File: config.mk
export PLATFORM = sky130hd
export DESIGN_NAME = gbfact_port_arbiter
export DESIGN_NICKNAME = d
export VERILOG_FILES = /design/src/rtl/gbfact_pkg.sv /design/src/rtl/rr_arbiter.sv /design/src/rtl/gbfact_port_arbiter.sv
export SDC_FILE = /design/constraint.sdc
export NUM_CORES = 1
export LEC_CHECK = 0
export CORE_MARGIN = 3
export CORE_UTILIZATION = 26
export CTS_CLUSTER_SIZE = 14
export DETAILED_ROUTE_END_ITERATION = 6
export PLACE_DENSITY = 0.78
export RECOVER_POWER = 25
export SYNTH_ARGS = -nofsm -noshare
export SYNTH_HDL_FRONTEND = slang
export SYNTH_SLANG_ARGS = --single-unit
File: constraint.sdc
create_clock -name clk -period 4.16 [get_ports clk]
set_input_delay 1.248 -clock clk [delete_from_list [all_inputs] [get_ports clk]]
set_output_delay 1.248 -clock clk [all_outputs]
set_load 0.01 [all_outputs]
File: src/rtl/gbfact_pkg.sv
// Shared GBFACT global-buffer defaults and types used by the buffer port logic.
package gbfact_pkg;

  localparam int unsigned GB_DEPTH_BIT = 6;
  localparam int unsigned GB_WIDTH     = 28;
  localparam int unsigned GB_NUM_RD    = 4;
  localparam int unsigned GB_RD_ID_W   = $clog2(GB_NUM_RD);

  typedef logic [GB_RD_ID_W-1:0] gb_rd_id_t;

  // Which SRAM access the port arbiter issues in a given cycle.
  typedef enum logic [1:0] {
    ACC_IDLE  = 2'd0,
    ACC_WRITE = 2'd1,
    ACC_READ  = 2'd2
  } gb_access_e;

endpackage

File: src/rtl/rr_arbiter.sv
// Combinational round-robin arbiter: searches ptr..ptr-1 with wrap and returns
// a one-hot grant plus the index just after the winner.
module rr_arbiter #(
  parameter  int unsigned N  = 4,
  localparam int unsigned IW = (N > 1) ? $clog2(N) : 1
) (
  input  logic [N-1:0]  req,
  input  logic [IW-1:0] ptr,
  output logic [N-1:0]  gnt,
  output logic [IW-1:0] next_ptr,
  output logic          any
);

  logic [IW-1:0] sel;

  always_comb begin
    gnt      = '0;
    next_ptr = ptr;
    any      = 1'b0;
    sel      = '0;
    for (int unsigned k = 0; k < N; k++) begin
      sel = IW'((32'(ptr) + k) % N);
      if (!any && req[sel]) begin
        gnt[sel] = 1'b1;
        next_ptr = (sel == IW'(N - 1)) ? '0 : sel + 1'b1;
        any      = 1'b1;
      end
    end
  end

endmodule

File: src/rtl/gbfact_port_arbiter.sv
// Single-port GBFACT SRAM sharing: one fill writer and NUM_RD round-robin readers,
// one access per cycle, 1-cycle read return routed to the granted reader.
module gbfact_port_arbiter
  import gbfact_pkg::*;
#(
  parameter  int unsigned SRAM_DEPTH_BIT = GB_DEPTH_BIT,
  parameter  int unsigned SRAM_WIDTH     = GB_WIDTH,
  parameter  int unsigned NUM_RD         = GB_NUM_RD,
  parameter  int unsigned WR_BURST       = 8,
  localparam int unsigned RD_ID_W        = $clog2(NUM_RD)
) (
  input  logic                             clk,
  input  logic                             rst,
  input  logic                             wr_req,
  input  logic [SRAM_DEPTH_BIT-1:0]        wr_addr,
  input  logic [SRAM_WIDTH-1:0]            wr_data,
  output logic                             wr_gnt,
  input  logic [NUM_RD-1:0]                rd_req,
  input  logic [NUM_RD*SRAM_DEPTH_BIT-1:0] rd_addr,
  output logic [NUM_RD-1:0]                rd_gnt,
  output logic [NUM_RD-1:0]                rd_rvalid,
  output logic [SRAM_WIDTH-1:0]            rd_rdata,
  output logic [SRAM_DEPTH_BIT-1:0]        ram_addr_r,
  output logic [SRAM_DEPTH_BIT-1:0]        ram_addr_w,
  output logic                             ram_read_en,
  output logic                             ram_write_en,
  output logic [SRAM_WIDTH-1:0]            ram_data_in,
  input  logic [SRAM_WIDTH-1:0]            ram_data_out,
  output logic                             busy
);

  localparam int unsigned SW = $clog2(WR_BURST + 1);

  logic [SW-1:0]      wr_streak;
  logic [RD_ID_W-1:0] rr_ptr;
  logic [RD_ID_W-1:0] rr_next;
  logic [NUM_RD-1:0]  arb_gnt;
  logic               arb_any;
  logic [NUM_RD-1:0]  rvalid_q;
  gb_access_e         access;

  rr_arbiter #(.N(NUM_RD)) u_rr (
    .req      (rd_req),
    .ptr      (rr_ptr),
    .gnt      (arb_gnt),
    .next_ptr (rr_next),
    .any      (arb_any)
  );

  // Writer wins until it has taken WR_BURST grants in a row with a reader waiting.
  always_comb begin
    access = ACC_IDLE;
    if (!rst) begin
      if (wr_req && !((wr_streak == SW'(WR_BURST)) && arb_any)) begin
        access = ACC_WRITE;
      end else if (arb_any) begin
        access = ACC_READ;
      end
    end
  end

  always_comb begin
    ram_addr_r = '0;
    for (int unsigned i = 0; i < NUM_RD; i++) begin
      if (arb_gnt[i]) ram_addr_r = rd_addr[i*SRAM_DEPTH_BIT +: SRAM_DEPTH_BIT];
    end
  end

  assign wr_gnt       = (access == ACC_WRITE);
  assign rd_gnt       = (access == ACC_READ) ? arb_gnt : '0;
  assign ram_write_en = wr_gnt;
  assign ram_read_en  = |rd_gnt;
  assign ram_addr_w   = wr_addr;
  assign ram_data_in  = wr_data;
  assign rd_rvalid    = rvalid_q;
  assign rd_rdata     = ram_data_out;
  assign busy         = !rst && ((|rvalid_q) || wr_req || (|rd_req));

  always_ff @(posedge clk or posedge rst) begin
    if (rst) begin
      wr_streak <= '0;
      rr_ptr    <= '0;
      rvalid_q  <= '0;
    end else begin
      rvalid_q <= rd_gnt;
      if (wr_gnt) begin
        wr_streak <= (wr_streak == SW'(WR_BURST)) ? wr_streak : wr_streak + 1'b1;
      end else begin
        wr_streak <= '0;
      end
      if (access == ACC_READ) rr_ptr <= rr_next;
    end
  end

endmodule

; ---- Word-level counts from Yosys, hierarchy flattened
; Cells that the tools add are included.
[totals]
register_bits = 10
in_bits = 93
output_inout_bits = 80
elab_cells = 94
[op_classes]
add_sub_neg = 8
order_cmp = 8
eq_ne = 8
n_mux = 42
bitwise = 3
reduce_logical = 22
[ops]
columns = op, count
row1 = $mux W4, 7
row2 = $mux W6, 4
row3 = $mux W2, 11
row4 = $lt A2 B3 Y1 const B, 4
row5 = $mux W1, 12
row6 = $or A4 B4 Y4, 3
row7 = $reduce_or A4 Y1, 3
row8 = $add A2 B1 Y2 const B, 5
row9 = $eq A2 B2 Y1 const B, 5
row10 = $logic_and A1 B1 Y1, 10
row11 = $bmux W1 S2, 4
row12 = $demux W1 S2, 4
row13 = $ge A2 B1 Y1 const B, 4
row14 = $logic_not A1 Y1, 5
row15 = $add A2 B2 Y2 const B, 2
row16 = $add A4 B1 Y4 const B, 1
row17 = $eq A4 B4 Y1 const B, 1
row18 = $reduce_bool A4 Y1, 1
row19 = $eq A2 B1 Y1 const B, 1
row20 = $logic_or A1 B1 Y1, 2
row21 = $ne A2 B2 Y1 const B, 1
row22 = $reduce_and A2 Y1, 1

; ---- Longest topological paths before layout
[depth]
depth_word = 20
depth_mapped = 12
mapped_depth_nobuf = 9

; ---- Modules after synthesis
; A second synthesis with hierarchy kept.
[hier_totals]
hier_cells = 199
hier_area_um2 = 1662.8
[modules_own_cells]
columns = module, n_inst, cells_each, area_per_inst_um2, seq_area_each_um2
row1 = gbfact_port_arbiter, 1, 137, 1159.9, 250.2
row2 = rr_arbiter, 1, 62, 503.0, 0.0

; ---- Worst setup path after synthesis
; No wires, ideal clock.
[synth_timing]
path_type = input port to output port
start = input port rd_req[0]
end = output port ram_read_en
t_arrival_ns = 2.948
required_time_ns = 2.912
setup_slack_ns = -0.036
path_stages = 8
n_path_buf = 2
path_cell_list = clkbuf_2 mux4_2 o21bai_1 a221o_1 a22oi_4 nor2b_1 buf_4 a31oi_1
[synth_via]
elab_chain_cells = 20
elab_cells_between_ends = 34
classes_between = eq/ne: 1 / mux: 20 / bitwise: 3 / reduce/logical: 10
[synth_lines]
columns = element, line
row1 = start: declaration, gbfact_port_arbiter.sv:18  ; input logic [NUM_RD-1:0] rd_req,
row2 = $bmux W1 S2, rr_arbiter.sv:23  ; if (!any && req[sel]) begin
row3 = $mux W1 (not written as such), rr_arbiter.sv:23
row4 = $mux W1, rr_arbiter.sv:23
row5 = $logic_not A1 Y1, rr_arbiter.sv:23
row6 = $logic_and A1 B1 Y1, rr_arbiter.sv:23
row7 = $mux W1, rr_arbiter.sv:23
row8 = $logic_not A1 Y1, rr_arbiter.sv:23
row9 = $logic_and A1 B1 Y1, rr_arbiter.sv:23
row10 = [... 4 more ...], -
row11 = $logic_and A1 B1 Y1, gbfact_port_arbiter.sv:54  ; if (wr_req && !((wr_streak == SW'(WR_BURST)) && arb_any)) begin
row12 = $logic_not A1 Y1, gbfact_port_arbiter.sv:54
row13 = $logic_and A1 B1 Y1, gbfact_port_arbiter.sv:54
row14 = $mux W2, gbfact_port_arbiter.sv:54
row15 = $mux W2, gbfact_port_arbiter.sv:53  ; if (!rst) begin
row16 = $eq A2 B2 Y1, gbfact_port_arbiter.sv:70  ; assign rd_gnt = (access == ACC_READ) ? arb_gnt : '0;
row17 = $mux W4 (*), gbfact_port_arbiter.sv:70
row18 = $reduce_or A4 Y1 (*), gbfact_port_arbiter.sv:72  ; assign ram_read_en = |rd_gnt;
row19 = end: declaration, gbfact_port_arbiter.sv:25  ; output logic ram_read_en,
; Every way passes the cells marked *; elsewhere a longest branch is shown, timed or not. The select of a mux whose other input is x is not followed.

; ---- Final worst setup path
[layout_timing]
start = input port rd_req[3]
end = output port ram_addr_r[0]
[layout_via]
elab_chain_cells = 16
elab_cells_between_ends = 28
classes_between = mux: 19 / bitwise: 3 / reduce/logical: 6
[layout_lines]
columns = element, line
row1 = $bmux W1 S2, rr_arbiter.sv:23
row2 = $mux W1 (not written as such), rr_arbiter.sv:23
row3 = $mux W1, rr_arbiter.sv:23
row4 = $logic_not A1 Y1, rr_arbiter.sv:23
row5 = $logic_and A1 B1 Y1, rr_arbiter.sv:23
row6 = $mux W1, rr_arbiter.sv:23
row7 = $logic_not A1 Y1, rr_arbiter.sv:23
row8 = $logic_and A1 B1 Y1, rr_arbiter.sv:23
row9 = $mux W1, rr_arbiter.sv:23
row10 = $logic_not A1 Y1, rr_arbiter.sv:23
row11 = $logic_and A1 B1 Y1, rr_arbiter.sv:23
row12 = $mux W4 (*), rr_arbiter.sv:23
row13 = $mux W6 (3 in a row), gbfact_port_arbiter.sv:65  ; if (arb_gnt[i]) ram_addr_r = rd_addr[i*SRAM_DEPTH_BIT +: SRAM_DEPTH_BIT];
row14 = $mux W6 (*), gbfact_port_arbiter.sv:65
row15 = end: declaration, gbfact_port_arbiter.sv:23  ; output logic [SRAM_DEPTH_BIT-1:0] ram_addr_r,
; Marks and branches as above.

==> flow_metrics.py <==
metrics = {
    "yosys": {
        "postSynthCellCount": 197,
        "synth-edff-count": 0,
        "ys.flop_type": "dfrtp_1",
        "synth_seq_cells": 10,
        "synth_fp_nets": 297,
        "synth_cell_types": 39,
        "yosys.area.top_type": "buf_4",
        "synthArstFlopShare_pct": 100,
        "yosysWarnings": 0,
        "synthTopCellsByArea": "buf_4 (31%), dfrtp_1 (16%), mux4_2 (5.6%), ha_1 (5.4%), o22ai_1 (5.1%)",
        "synth.avg_cell_area_sq_um": 8.17,
        "ys_seq_area_share_pct": 15.6,
        "mappedNetlistArea_sq_um": 1610,
        "synth.top_cell.area_share_pct": 30.8,
    },
    "sta": {
        "finalHoldViolCount": 0,
        "setup_viol": 11,
        "skew_ns": 0.00203,
        "hold_ws_ns": 0.556,
        "fmax_mhz": 228,
        "worst_pin_slew_ns": 0.493,
        "rsz0062_at_grt": "yes",
        "period_share_pct": 105,
        "min_period_ns": 4.38,
        "fin_ws_ns": -0.222,
        "slew_headroom_pct": 66.9,
        "drv_slew": 0,
        "timing.setup.tns_ns": -1.60,
    },
    "critical_path": {
        "rr_startpoint": "rr_ptr[0]",
        "rr_endpoint": "rr_ptr[0]",
        "crit_path_max_fanout": 6,
        "crit_end": "ram_addr_r[0]",
        "crit_required_ns": 2.91,
        "reg2reg_depth": 12,
        "ff2ff_setup_slack_ns": 1.51,
        "crit_start": "rd_req[3]",
        "path_class": "in2out",
        "critPathCaptureType": "output pin",
        "cp.arrival_ns": 3.13,
        "start_kind": "input port",
    },
    "flow_run": {
        "drv_cap": 0,
    },
    "floorplan": {
        "die_y_microns": 84.7,
        "fp.coreArea_sq_um": 5960,
        "io_pins": 173,
        "start_util_pct": 27.0,
        "num_rows": 28,
        "die-area_sq_um": 7170,
        "die_w_microns": 84.7,
    },
    "power": {
        "p_leak_nw": 0.997,
        "pwr_density_cell_nw_per_um2": 753,
        "ir_drop_mv": 0.352,
        "fin_total_pwr_mw": 1.73,
    },
    "clock_network": {
        "cts.hold.buffers_added": 0,
        "cts_buffers": 3,
        "path_clk_slew_ns": 0.04,
        "htreeDepth": 1,
        "cts_sinks": 10,
        "cts_tree": "yes",
        "cts-root-buf": "clkbuf_8",
        "clkLatencyLatePin_ns": 0.23,
        "clk_path_buf_depth": 2,
    },
    "global_route": {
        "grt_use_total_pct": 12.7,
        "antenna_found_initial": 0,
        "grt_pass1_wl_mm": 7.66,
        "grt.overflow.total": 0,
        "grt_max_degree": 21,
        "grt_pass1_vias": 1624,
    },
    "detailed_routing": {
        "drc_errors": 0,
        "vias": 1543,
        "drtIter0Drc": 93,
        "dr.pass1.iters": 4,
        "wire_per_inst_microns": 16.0,
        "wirelength_mm": 4.77,
        "ant_nets": 0,
        "vias_per_cell": 5.18,
    },
    "finish": {
        "area.sequential_sq_um": 250,
        "multi_input_area_sq_um": 1000,
        "drive_gt1_share_pct": 47.5,
        "antennaDiodeCount": 0,
        "fill_cells": 582,
        "area_growth_pct": 42.8,
        "fin_nets": 325,
    },
    "placed_design": {
        "io_buffer_count": 48,
        "gp_routability_congestion": 0.815,
        "dp_hpwl_mm": 3.29,
        "pre_cts_ws_ns": -1.22,
    },
    "worst_hold_path": {
        "hold_class": "reg2reg",
        "min_delay_path_depth": 2,
    },
    "status": {
        "run_status": "complete, but fails checks",
        "violations": "negative setup slack",
    },
}
[Yosys cell counts (2+ instances only)]
cell type	instances
buf_4	66
nor2_1	15
o22ai_1	13
a21oi_1	10
dfrtp_1	10
inv_1	9
a22oi_1	7
ha_1	7
nand2_1	7
mux2i_1	5
nand2b_1	5
mux4_2	4
nor3_1	4
a31oi_1	3
nor2b_1	3
a211o_1	2
a211oi_1	2
and3_1	2
o21bai_1	2
xor2_1	2
[registers in the layout, indices dropped and copies added (netlist names)]
name and cells:
rd_rvalid 4, wr_streak 4, rr_ptr 2
[logic make-up after synthesis]
kind of cell	count (synthesis)	share of synthesized area, %
and+or+nand+nor	41	12.5
muxes	10	9.41
AOI/OAI and AO/OA	47	21.0
xor gates and xnor gates	3	1.63
buffers and inverters	79	34.4
adders and majority gates	7	5.44
DFF	10	15.6
[worst max-delay path, cell delays in order]
cell      delay (ns)
buf_8           0.10
mux4_2          0.52
o21bai_1        0.19
a221o_1         0.30
a22oi_4         0.22
nor2b_4         0.21
buf_6           0.15
a21oi_2         0.06
buf_2           0.14
[how the worst min path moves through the flow]
stage,from,endpoint,slack (ns)
finish,wr_streak[3],wr_streak[3],0.56
global route,wr_streak[3],wr_streak[3],0.60
CTS,wr_streak[3],wr_streak[3],0.56
detailed placement,wr_streak[3],wr_streak[3],0.54
global placement,wr_streak[3],wr_streak[3],0.53
floorplan,wr_streak[3],wr_streak[3],0.51
[layer usage]
metal	up-vias	track usage, %	share of wire, %
met5	-	0	0
li1	682	-	-
met3	36	3.14	6.8
met4	0	6.19	4.0
met2	73	22.3	52
met1	752	14.1	37
[report_power, final]
group | switching [mW] | internal, mW | total, mW
sequential | 0.0110 | 0.117 | 0.128
combinational | 0.763 | 0.744 | 1.51
clock | 0.0341 | 0.0630 | 0.0971
[cell type report]
cell class | count | area share [%]
clock buffer | 3 | 1.80
inverter | 9 | 1.69
multi-input combinational | 108 | 43.6
sequential | 10 | 10.9
tap | 75 | 4.08
timing repair buffer | 93 | 37.9
[what timing repair did]
| item | CTS | global route |
|---|---|---|
| setup buffers | 16 | 6 |
| endpoints found under the setup margin | 13 | 13 |
| pin swaps | 8 | 16 |
| resized for setup | 119 | 32 |
[cell usage in the layout, fill, tap and decap left out, types with 6 or more instances in the layout]
cell type        count
clkdlybuf4s50_1     26
buf_4               26
buf_6               25
o22ai_1             11
nor2_1              10
dfrtp_1             10
buf_2                8
a22oi_2              7
ha_1                 7
inv_1                6
nand2_1              6
a21oi_2              6
[per-stage QoR]
step,instances,util (%),cell area [sq um]
finish,298,38.6,2300
global route,298,38.6,2300
CTS,295,36.2,2160
detailed placement,276,31.2,1860
global placement,276,31.2,1860
floorplan,197,-,1610
Power figures use the tool's default switching activity.
==> patch (same settings) <==
Make the reset (`rst`) synchronous in one clocked block.
--- a/src/rtl/gbfact_port_arbiter.sv
+++ b/src/rtl/gbfact_port_arbiter.sv
@@ -77,5 +77,5 @@
   assign busy         = !rst && ((|rvalid_q) || wr_req || (|rd_req));
 
-  always_ff @(posedge clk or posedge rst) begin
+  always_ff @(posedge clk) begin
     if (rst) begin
       wr_streak <= '0;
Function: differs if rst is asserted again (counterexample within 4 cycles, from zero or initial values and one cycle with rst high); with rst held inactive, the same outputs for 4 cycles.
==> patch against the original RTL <==
  * The run still ends with negative setup slack left
  * Sequential share of layout area down 2.0 points
  * Clock power rose by 0.7%
  * Design area down 2.2%
  * Total power decreased by 39%
  * Worst setup slack worse by 0.099 ns
  * Sequential cell count stayed put
  * Via count shrank 3.7%
  * Core utilization grew 0.77 points
  * Synthesized area fell by 1.2%
  * Wire length is 9.9% lower
  * Largest cell class unchanged
  * Largest power group unchanged
==> patch: results (changes against the original RTL) <==
[worst_hold_path]
hp-class = reg2reg  ; unchanged

[floorplanning]
die_width_um = 84.21  ; was 84.67 um

[clock_tree]
clk_pin_slew_ns = 0.04  ; about the same
cts-root-buf = clkbuf_8  ; unchanged
htree_levels = 1  ; unchanged
clock_latency_ns = 0.23  ; about the same
cts_buffer_depth = 2  ; unchanged
cts_buffers = 3  ; unchanged

[global_routing]
grt_max_degree = 15  ; was 21
antenna_found_initial = 0  ; unchanged
track_usage_pct = 11.89  ; was 12.66%
grt_pass1_wl_um = 7010  ; was 7659 um

[cells_and_area]
antenna_cells = 0  ; unchanged
nFillCells = 560  ; was 582
syn2layout_area_growth_pct = 41.31  ; was 42.85%
drive_gt1_share_pct = 43.61  ; was 47.53%
finalNetCount = 329  ; was 325
stdcell_count = 299  ; was 298

[power]
p_leak_nw = 0.8876  ; was 0.9965 nW
irDropWorstVdd_mv = 0.2545  ; was 0.3518 mV

[placed_design]
dp_slack_ns = -1.123  ; was -1.223 ns
gp_congestion = 0.8679  ; was 0.8150
dpl-instance-area_um2 = 1933  ; was 1858 um^2
dp_hpwl_um = 3173  ; was 3288 um
dp_cells = 283  ; was 276

[logic_synthesis]
synth_area_leaders = buf_4 30%, dfxtp_1 13%, mux4_2 5.7%  ; was buf_4 31%, dfrtp_1 16%, mux4_2 5.6%
ys_seq_area_share_pct = 12.59  ; was 15.55%
ys_top_cells_by_count = 63 x buf_4, 17 x nor2_1, 10 x a31oi_1, 10 x dfxtp_1, 10 x nand2_1  ; was 66 x buf_4, 15 x nor2_1, 13 x o22ai_1
synthCells = 203  ; was 197
yosys_warnings = 0  ; unchanged
synthFlopType = dfxtp_1  ; was dfrtp_1
synth_cell_types = 42  ; was 39
synthArstFlopShare_pct = 0  ; was 100.0%

[timing]
slew_violations = 0  ; unchanged
final-hold-violation-count = 0  ; unchanged
fin_ws_ns = -0.3214  ; was -0.2220 ns
finalSetupTns_ns = -2.432  ; was -1.601 ns
worstMarginPinSlew_ns = 0.3973  ; was 0.4925 ns
finalSetupViolCount = 11  ; unchanged
finalClockSkew_ns = 0.0003098  ; was 0.002033 ns

[routing]
wl_per_cell_um = 14.37  ; was 16.00 um
vias = 1486  ; was 1543
first_pass_iters = 4  ; unchanged
drt_iter0_drc = 66  ; was 93

[run_status]
violations = negative setup slack  ; unchanged
status = finished, violations left  ; unchanged

[critical_path]
slowest_delay_ns = 0.51
crit_fanout = 4  ; was 6
slowest_stage = mux4_2  ; unchanged

-- patch: changes by cell type after synthesis, sizes merged, moves of 7 or more --
cell,change
dfrtp,-10
nand4,+8
nand3,+9
a22oi,-8
dfxtp,+10
o22ai,-7
a31oi,+7
-- patch: metal layers --
layer / track usage, % / share of wire [%] / up-vias / wire [um]
met5: 0 / 0 / - / 0
met2: 22.60 / 55 / 62 / 2370
met1: 12.50 / 35 / 692 / 1512
met3: 2.650 / 7.7 / 17 / 329
met4: 4.825 / 1.9 / 0 / 83
li1: - / - / 715 / -
-- patch: logic make-up after synthesis --
group	share of synthesized area, %
simple gates	20.46
buf+inv	34.22
compound gates	15.89
fa+ha+maj	5.507
flops	12.59
xor+xnor	1.653
mux	9.678
-- patch: where the power goes --
group	total, mW	leakage, nW	internal (mW)	switching [mW]
combinational	0.838	0.784	0.431	0.407
sequential	0.113	0.0816	0.107	0.00609
clock	0.0978	0.0216	0.0631	0.0347
-- patch: worst paths after layout --
kind	startpoint	endpoint	slack, ns	depth (start not counted)
worst max register to register	rr_ptr[0]$_SDFFE_PP0P_	rr_ptr[0]$_SDFFE_PP0P_	1.46	12
worst min-delay path	wr_streak[3]$_SDFFE_PP0N_	wr_streak[3]$_SDFFE_PP0N_	0.52	2
worst min register to register	wr_streak[3]$_SDFFE_PP0N_	wr_streak[3]$_SDFFE_PP0N_	0.52	2
worst max-delay path	rd_req[3]	ram_addr_r[2]	-0.32	9
-- patch: repair_timing --
item | CTS | global route
setup buffers | 11 | 3
setup endpoints to repair | 13 | 13
resized for setup | 94 | 26
pin swaps | 11 | 8
-- patch: area by class of cell --
cell class | count | area share (%)
multi-input combinational | 116 | 46.16
timing repair buffer | 89 | 37.42
sequential | 10 | 8.909
tap | 72 | 4.009
clock buffer | 3 | 1.837
inverter | 9 | 1.670
